**src/rtl/load_store_multi.sv**
```systemverilog
// load_store_multi: NCH independent triangle/sawtooth level ramps between LO and HI.
// Each channel steps its level by STEP with saturation at both bounds, flags when
// it sits at HI, and pulses wrap when a sawtooth ramp reloads from HI to LO.
// Optional build macro LOAD_STORE_DWELL_EN adds a per-channel dwell counter that
// holds the level at HI for DWELL extra cycles before turning down or reloading.
module load_store_multi #(
  parameter int NCH   = 4,
  parameter int CBITS = 18,
  parameter int LO    = 0,
  parameter int HI    = 200000,
  parameter int STEP  = 1,
  parameter int DWELL = 0
) (
  input  logic                   clk,
  input  logic                   rst,
  input  logic [NCH-1:0]         en,
  input  logic [NCH-1:0]         clr,
  input  logic [NCH-1:0]         saw,
  output logic [NCH*CBITS-1:0]   vol,
  output logic [NCH-1:0]         sig,
  output logic [NCH-1:0]         dir,
  output logic [NCH-1:0]         wrap
);

  typedef enum logic {DN = 1'b0, UP = 1'b1} dir_t;

  // Bounds and step in level width and in the one-bit-wider saturation width
  localparam logic [CBITS-1:0] LO_C   = CBITS'(LO);
  localparam logic [CBITS-1:0] HI_C   = CBITS'(HI);
  localparam logic [CBITS-1:0] STEP_C = CBITS'(STEP);
  localparam logic [CBITS:0]   LO_X   = (CBITS+1)'(LO);
  localparam logic [CBITS:0]   HI_X   = (CBITS+1)'(HI);
  localparam logic [CBITS:0]   STEP_X = (CBITS+1)'(STEP);

`ifdef LOAD_STORE_DWELL_EN
  localparam int DBITS = (DWELL > 0) ? $clog2(DWELL + 1) : 1;
  localparam logic [DBITS-1:0] DWELL_C = DBITS'(DWELL);
`endif

  genvar g;
  for (g = 0; g < NCH; g++) begin : g_ch
    logic [CBITS-1:0] lvl;
    logic [CBITS-1:0] lvl_nxt;
    dir_t             m;
    dir_t             m_nxt;
    logic             sig_q;
    logic             wrap_q;
    logic             wrap_nxt;
    logic [CBITS:0]   lvl_x;
    logic [CBITS:0]   up_x;
    logic [CBITS-1:0] up_sat;
    logic [CBITS-1:0] dn_sat;
    logic             at_hi;
    logic             at_lo;
    logic             dwell_hold;

`ifdef LOAD_STORE_DWELL_EN
    logic [DBITS-1:0] dcnt;
    logic [DBITS-1:0] dcnt_nxt;

    assign dwell_hold = (dcnt < DWELL_C);
`else
    // Without the dwell option the hold term is constant false and DWELL has no effect
    assign dwell_hold = (DWELL < 0);
`endif

    // Saturating up/down steps, computed one bit wider so they cannot wrap past a bound
    always_comb begin
      lvl_x  = {1'b0, lvl};
      up_x   = lvl_x + STEP_X;
      up_sat = (up_x >= HI_X) ? HI_C : up_x[CBITS-1:0];
      dn_sat = (lvl_x <= LO_X + STEP_X) ? LO_C : (lvl - STEP_C);
      at_hi  = (lvl >= HI_C);
      at_lo  = (lvl <= LO_C);
    end

    // Next-state selection: clear wins over hold, hold wins over the ramp update
    always_comb begin
      lvl_nxt  = lvl;
      m_nxt    = m;
      wrap_nxt = 1'b0;
`ifdef LOAD_STORE_DWELL_EN
      dcnt_nxt = dcnt;
`endif
      if (clr[g]) begin
        lvl_nxt = LO_C;
        m_nxt   = DN;
`ifdef LOAD_STORE_DWELL_EN
        dcnt_nxt = '0;
`endif
      end else if (en[g]) begin
        if (m == UP) begin
          if (at_hi) begin
            if (dwell_hold) begin
`ifdef LOAD_STORE_DWELL_EN
              dcnt_nxt = dcnt + 1'b1;
`endif
            end else begin
`ifdef LOAD_STORE_DWELL_EN
              dcnt_nxt = '0;
`endif
              if (saw[g]) begin
                lvl_nxt  = LO_C;
                wrap_nxt = 1'b1;
              end else begin
                m_nxt = DN;
              end
            end
          end else begin
            lvl_nxt = up_sat;
          end
        end else begin
          if (saw[g] || at_lo) begin
            m_nxt = UP;
          end else begin
            lvl_nxt = dn_sat;
          end
        end
      end
    end

    // Channel state and registered flags; sig describes the level being loaded
    always_ff @(posedge clk or negedge rst) begin
      if (!rst) begin
        lvl    <= LO_C;
        m      <= DN;
        sig_q  <= 1'b0;
        wrap_q <= 1'b0;
`ifdef LOAD_STORE_DWELL_EN
        dcnt   <= '0;
`endif
      end else begin
        lvl    <= lvl_nxt;
        m      <= m_nxt;
        sig_q  <= (lvl_nxt == HI_C);
        wrap_q <= wrap_nxt;
`ifdef LOAD_STORE_DWELL_EN
        dcnt   <= dcnt_nxt;
`endif
      end
    end

    assign vol[g*CBITS +: CBITS] = lvl;
    assign sig[g]  = sig_q;
    assign dir[g]  = (m == UP);
    assign wrap[g] = wrap_q;
  end

endmodule
```
**config.mk**
```make
export PLATFORM = sky130hd
export DESIGN_NAME = load_store_multi
export DESIGN_NICKNAME = d
export VERILOG_FILES = /design/src/rtl/load_store_multi.sv
export SDC_FILE = /design/constraint.sdc
export NUM_CORES = 1
export LEC_CHECK = 0
export CAP_MARGIN = 15
export CORE_MARGIN = 2
export CORE_UTILIZATION = 60
export CTS_CLUSTER_DIAMETER = 30
export DETAILED_ROUTE_END_ITERATION = 16
export PLACE_DENSITY = 0.83
export SLEW_MARGIN = 20
export SYNTH_ARGS = -nofsm -noshare
export SYNTH_HDL_FRONTEND = slang
export SYNTH_SLANG_ARGS = --single-unit
export TNS_END_PERCENT = 50
```
**constraint.sdc**
```tcl
create_clock -name clk -period 6.9 [get_ports clk]
set_input_delay 1.38 -clock clk [delete_from_list [all_inputs] [get_ports clk]]
set_output_delay 1.38 -clock clk [all_outputs]
set_load 0.01 [all_outputs]
```
==> metrics.md, run 1 <==
| Metric | Value |
|---|---|
| Die area | 0.0181 mm² |
| WP data required | 7.17 ns |
| Post-synthesis average cell area | 7.20 µm² |
| Pre-CTS setup slack | 2.25 ns |
| # clock sinks | 84 |
| Initial DRC Count | 2084 |
| Post-synth top area share | 0.206 |
| Maximum fanout along the worst path | 26 |
| CTS Buf Count | 9 |
| Max Freq | 225 MHz |
| Clock transition at the registers of the reported paths | 0.07 ns |
| Reg-to-Reg Start | g_ch[2].lvl[2] |
| Post-CTS setup repair buffer count | 0 |
| Largest net degree at the start of global routing | 72 |
| Number of synthesized flops with an enable pin | 0 |
| Final Skew | 0.0138 ns |
| Global placer's final weighted congestion | 1.03 |
| Setup crit end kind | flop |
| Startpoint types | input port |
| Ratio of cells with drive above 1 in the final layout | 0.0574 |
| RSZ-0062 raised after global routing | no |
| Ports | 98 |
| Async set-reset flop share out of synthesis | 1.00 |
| FF-to-FF path depth | 10 |
| Setup TNS | 0 ns |
| DR DRC count | 0 |
| Overall Global Routing Usage | 0.399 |
| Via/cell ratio | 7.51 |
| Placed cells | 1615 |
| Fillers | 1500 |
| Drt pass-1 iters | 6 |
| Post-route insts no fill | 1631 |
| Synth Instances | 1419 |
| First-pass GRT wire length | 58400 µm |
| Leakage Power | 4.12 nW |
| # H-tree levels | 3 |
| Die Wd | 134 µm |
| Most frequent cells in the layout | 126 x nor2_1, 117 x nand2_1, 97 x a21oi_1, 96 x clkdlybuf4s50_1, 84 x dfrtp_1 |
| Final ANT Viol Nets | 0 |
| Detailed Route WL | 36800 µm |
| CTS max path bufs | 2 |
| Yosys top cell by area | dfrtp_1 |
| Core area | 0.0166 mm² |
| Crit path largest cell delay | 0.92 ns |
| NumNets Final | 1432 |
| Cts hold-fix bufs | 0 |
| Hold depth | 2 |
| CP Data Arrival Time | 4.71 ns |
| Detail Placement HPWL | 25500 µm |
| Minimum clock period | 4.45 ns |
| Power density over cell area | 367 mW/mm² |
| Maximum capacitance violations | 0 |
| Initial Util | 0.614 |
| Fin crit share | 0.644 |
| Status | completed |
| Cell Area, Synth | 0.0102 mm² |
| Post-CTS resize count | 0 |
| Slew Limit Fails | 0 |
| Final setup fails | 0 |
| Routed WL per cell | 22.5 µm |
| Worst R2R End | g_ch[2].sig_q |
| Global route total overflow | 0 |
| Hold path endpoint | g_ch[2].lvl[4] |
| Syn-to-layout area delta | 9.67% |
| Ys flop type | dfrtp_1 |
| Die height | 134 µm |
| CP Cell Sequence | clkdlybuf4s50_1 > nand2_1 > nor2_1 > a221oi_1 > o22ai_1 > a2111oi_0 > o311ai_1 > or4_1 > nor4_2 |
| CTS tree | yes |
| Area contributors post-synth | dfrtp_1 21%, a21oi_1 4.8%, nor2_1 4.6% |
| Initial antenna violation count | 0 |
| DR vias | 12200 |
| Synth warnings | 0 |
| Synth cell types | 105 |
| Row count | 47 |
| Critical path class | in -> reg |
| Worst Max-Slew Pin Slew | 0.967 ns |
| Setup WS post-layout | 2.45 ns |
| Vias in the first global route | 10900 |
| Skew-Pair Late Insertion Delay | 0.36 ns |
| Share of synthesized area occupied by flip-flops and latches | 0.206 |
| Hold Vio Cnt, Final | 0 |
| Commonest non-fill, non-tap cell in the layout | nor2_1 |
| CTS root buf | clkbuf_16 |
| Worst vdd ir | 0.000346 V |
| CP max stage cell | clkdlybuf4s50_1 |
| Yosys reg bits | 84 |
| Class of the worst hold path | reg -> reg |
| # diodes | 0 |
| Syn_nets | 1445 |
| Max-Slew Margin vs Limit | 0.353 |
| Min-Delay Startpoint | g_ch[2].lvl[4] |
| Port Buffers | 97 |
| Reg2reg setup slack | 2.58 ns |
-- sequential cells by signal, summed over array words and instances, names as in the netlist --
register / cells
g_ch.sig_q: 4
g_ch.wrap_q: 4
g_ch.m: 4
g_ch.lvl: 72
-- how the worst max path moves through the flow --
stage / start / endpoint / slack, ns / cells past startpoint
4_1_cts: en[1] / g_ch[1].sig_q / 2.61 / 9
6_report: en[2] / g_ch[2].sig_q / 2.45 / 9
3_3_place_gp: en[1] / g_ch[1].sig_q / 2.32 / 10
3_5_place_dp: en[1] / g_ch[1].sig_q / 2.25 / 10
2_1_floorplan: saw[0] / g_ch[0].sig_q / 3.16 / 9
5_1_grt: en[1] / g_ch[1].sig_q / 2.09 / 10
-- area by class of cell --
| type | count | area (µm²) | area share |
|---|---|---|---|
| Timing Repair Buffer | 108 | 1050 | 0.0938 |
| Clock inverter | 5 | 60.1 | 0.00536 |
| Sequential cell | 84 | 2100 | 0.188 |
| Tap cell | 220 | 275 | 0.0246 |
| Inverter | 47 | 176 | 0.0157 |
| Multi-Input combinational cell | 1156 | 7290 | 0.650 |
| Clock buffer | 11 | 253 | 0.0226 |
-- report_power, final --
group / internal (mW) / switching [mW]
Clock: 0.301 / 0.227
Combinational: 1.03 / 1.48
Sequential: 0.600 / 0.485
Total: 1.93 / 2.19
-- cell families (layout without fill, tap and decap cells) --
family	Yosys count	in the layout	synth area share
xor+xnor	22	22	0.0189
buf+inv	179	171	0.0809
compound gates	466	466	0.316
fa+ha+maj	12	12	0.0147
mux	18	18	0.0176
flops	84	84	0.206
simple gates	638	638	0.346
-- per-stage QoR --
step | hold slack, ns | instance area (µm²) | total power [mW] | util
after floorplan | 0.674 | 10200 | 2.74 | -
after global placement | 0.723 | 10900 | 3.46 | 0.655
after detailed placement | 0.708 | 10900 | 3.47 | 0.655
after CTS | 0.719 | 11200 | 4.00 | 0.673
after global routing | 0.744 | 11200 | 4.36 | 0.673
final | 0.752 | 11200 | 4.12 | 0.673
-- layer usage --
metal | up-vias | wire length (µm) | GRT usage
met2 | 1051 | 16000 | 0.607
li1 | 5418 | - | -
met1 | 5595 | 14400 | 0.554
met3 | 184 | 4770 | 0.0777
met4 | 0 | 1550 | 0.173
met5 | - | 0 | 0
-- synth_stat cells (7+ instances only) --
cell / instances
a2111oi_0: 7
a211oi_1: 30
a21o_1: 31
a21oi_1: 97
a22oi_1: 16
a31o_2: 8
a31oi_1: 20
a32oi_1: 7
and2_1: 18
and3_1: 29
and4_1: 14
buf_2: 14
buf_4: 14
clkbuf_1: 89
dfrtp_1: 84
ha_1: 12
inv_1: 44
mux2i_1: 18
nand2_1: 117
nand2b_1: 8
nand3_1: 59
nand4_1: 37
nand4b_1: 8
nor2_1: 126
nor2b_1: 10
nor3_1: 60
nor3b_1: 10
nor4_1: 44
nor4b_1: 10
o2111ai_1: 12
o211ai_1: 21
o21a_1: 14
o21ai_0: 80
o311ai_0: 8
o31ai_1: 14
or2_2: 9
or3_1: 20
or4_1: 19
xnor2_1: 15
xor2_1: 7
-- critical path, delay by kind of cell --
kind | cells | cell delay (ns)
AOI/OAI and AO/OA | 4 | 1.09
buffers and inverters | 1 | 0.92
and+or+nand+nor | 4 | 1.31
Note: power is estimated with default switching activity, not from simulation.
==> run 2, diff against run 1 <==
- CORE_UTILIZATION: 60 -> 54
- PLACE_DENSITY: 0.83 -> 0.79
- clock period: 6.9 -> 4.05 ns (I/O delays scaled with it)
==> metrics.md, run 2 (synthesis gave the netlist of run 1 again) <==
| Metric | Value |
|---|---|
| Ratio of cells with drive above 1 in the final layout | 0.109 |
| Final setup fails | 0 |
| Skew-Pair Late Insertion Delay | 0.35 ns |
| Hold slack | 0.573 ns |
| RSZ-0062 raised after global routing | no |
| Comb pwr share | 0.670 |
| Die area | 0.0200 mm² |
| Detail Placement HPWL | 27900 µm |
| Post-route insts no fill | 1727 |
| Syn-to-layout area delta | 16.0% |
| CTS Buf Count | 9 |
| GR Layer Usage met1 | 0.515 |
| Power density over cell area | 619 mW/mm² |
| Global route hottest layer | met2 |
| CTS root buf | clkbuf_16 |
| Die Wd | 142 µm |
| Vias in the first global route | 11400 |
| Drt pass-1 iters | 6 |
| Total Power | 7.34 mW |
| Initial Util | 0.548 |
| Routed WL per cell | 22.2 µm |
| Maximum fanout along the worst path | 14 |
| DR vias | 12600 |
| Cts hold-fix bufs | 0 |
| Placed cells | 1712 |
| Overall Global Routing Usage | 0.377 |
| Global placer's final weighted congestion | 1.04 |
| Top reg by flops | g_ch.lvl |
| Die height | 142 µm |
| Commonest non-fill, non-tap cell in the layout | nor2_1 |
| Int Power | 3.56 mW |
| # diodes | 0 |
| Row count | 50 |
| Global route total overflow | 0 |
| Met2 Use GR | 0.579 |
| Final Skew | 0.0101 ns |
| Reg2reg setup slack | 0.31 ns |
| Port Buffers | 97 |
| Critical path class | reg -> reg |
| CTS max path bufs | 2 |
| Grt met3 use | 0.0665 |
| Maximum capacitance violations | 0 |
| CP Cell Sequence | nand4_1 > nor4b_1 > o211ai_1 > a21oi_1 > a211oi_1 > a2111oi_0 > o311ai_1 > or4_1 > nor4_2 |
| CP Data Arrival Time | 3.99 ns |
| WP data required | 4.30 ns |
| Placed instance area | 0.0115 mm² |
| Final ANT Viol Nets | 0 |
| # clock sinks | 84 |
| Largest register FFs | 72 |
| Hold Vio Cnt, Final | 0 |
| # H-tree levels | 3 |
| CTS tree | yes |
| Crit path max-delay family | compound AO/OA/AOI/OAI gates |
| Setup crit end kind | flop |
| Minimum clock period | 3.74 ns |
| Max Freq | 268 MHz |
| Setup TNS | 0 ns |
| Class of the worst hold path | in -> async |
| Startpoint types | flop |
| Crit path largest cell delay | 0.64 ns |
| Status | completed |
| Post-CTS setup repair buffer count | 0 |
| NumNets Final | 1515 |
| Core area | 0.0186 mm² |
| Post-CTS resize count | 0 |
| First-pass GRT wire length | 60900 µm |
| Slew Limit Fails | 0 |
| Clock power frac | 0.122 |
| CP max stage cell | dfrtp_1 |
| Worst Max-Slew Pin Slew | 1.13 ns |
| Largest net degree at the start of global routing | 72 |
| Worst vdd ir | 0.000324 V |
| Initial DRC Count | 2014 |
| Leakage Power | 4.55 nW |
| WP buf/inv | 0 |
| Via/cell ratio | 7.28 |
| NetSw | 3.78 mW |
| DR DRC count | 0 |
| Clock transition at the registers of the reported paths | 0.06 ns |
| Initial antenna violation count | 0 |
| Max-Slew Margin vs Limit | 0.245 |
| Sw Share | 0.515 |
| Fin crit share | 0.922 |
| Design area | 0.0119 mm² |
| Detailed Route WL | 38400 µm |
| Flop pwr share | 0.208 |
| Most frequent cells in the layout | 126 x nor2_1, 117 x nand2_1, 97 x a21oi_1, 96 x clkdlybuf4s50_1, 94 x buf_4 |
| Ports | 98 |
==> run 2: changes by cell type in the layout (fill, tap and decap cells not counted), sizes merged <==
cell	delta
buf	+83
clkinvlp	-3
clkinv	+2
bufinv	+1
clkbuf	-1
==> run 2: power groups by stage <==
| stage | combinational (mW) | sequential [mW] | clock, mW |
|---|---|---|---|
| 6_report | 4.91 | 1.53 | 0.895 |
| 5_1_grt | 5.32 | 1.56 | 0.934 |
| 4_1_cts | 4.77 | 1.50 | 0.907 |
| 3_5_place_dp | 4.73 | 1.51 | 0 |
| 3_3_place_gp | 4.70 | 1.51 | 0 |
| 2_1_floorplan | 3.32 | 1.35 | 0 |
==> run 2: worst paths after layout <==
check / start / to / depth (start not counted)
worst max-delay path: g_ch[2].lvl[3] / g_ch[2].sig_q / 9
worst min-delay path: rst / g_ch[3].lvl[4] / 1
worst max register to register: g_ch[2].lvl[3] / g_ch[2].sig_q / 9
worst min register to register: g_ch[2].lvl[7] / g_ch[2].lvl[7] / 2
max in group asynchronous: rst / g_ch[2].lvl[2] / 2
min in group clk: g_ch[2].lvl[7] / g_ch[2].lvl[7] / 2
==> run 2: layout make-up <==
type,count,area [µm²]
Clock buffer,10,229
Clock inverter,5,77.6
Fill cell,1715,6790
Inverter,47,176
Multi-Input combinational cell,1156,7290
Sequential cell,84,2100
Tap cell,234,293
Timing Repair Buffer,191,1690
==> run 2: per-layer routing <==
| metal | up-vias | share of wire |
|---|---|---|
| met4 | 0 | 0.038 |
| met2 | 978 | 0.45 |
| met1 | 5836 | 0.40 |
| met5 | - | 0 |
| met3 | 156 | 0.11 |
| li1 | 5609 | - |
==> run 2: through the flow <==
step,utilization,worst slack (ns)
2_1_floorplan,-,0.814
3_3_place_gp,0.619,0.373
3_5_place_dp,0.619,0.282
4_1_cts,0.636,0.315
5_1_grt,0.636,0.0164
6_report,0.636,0.314
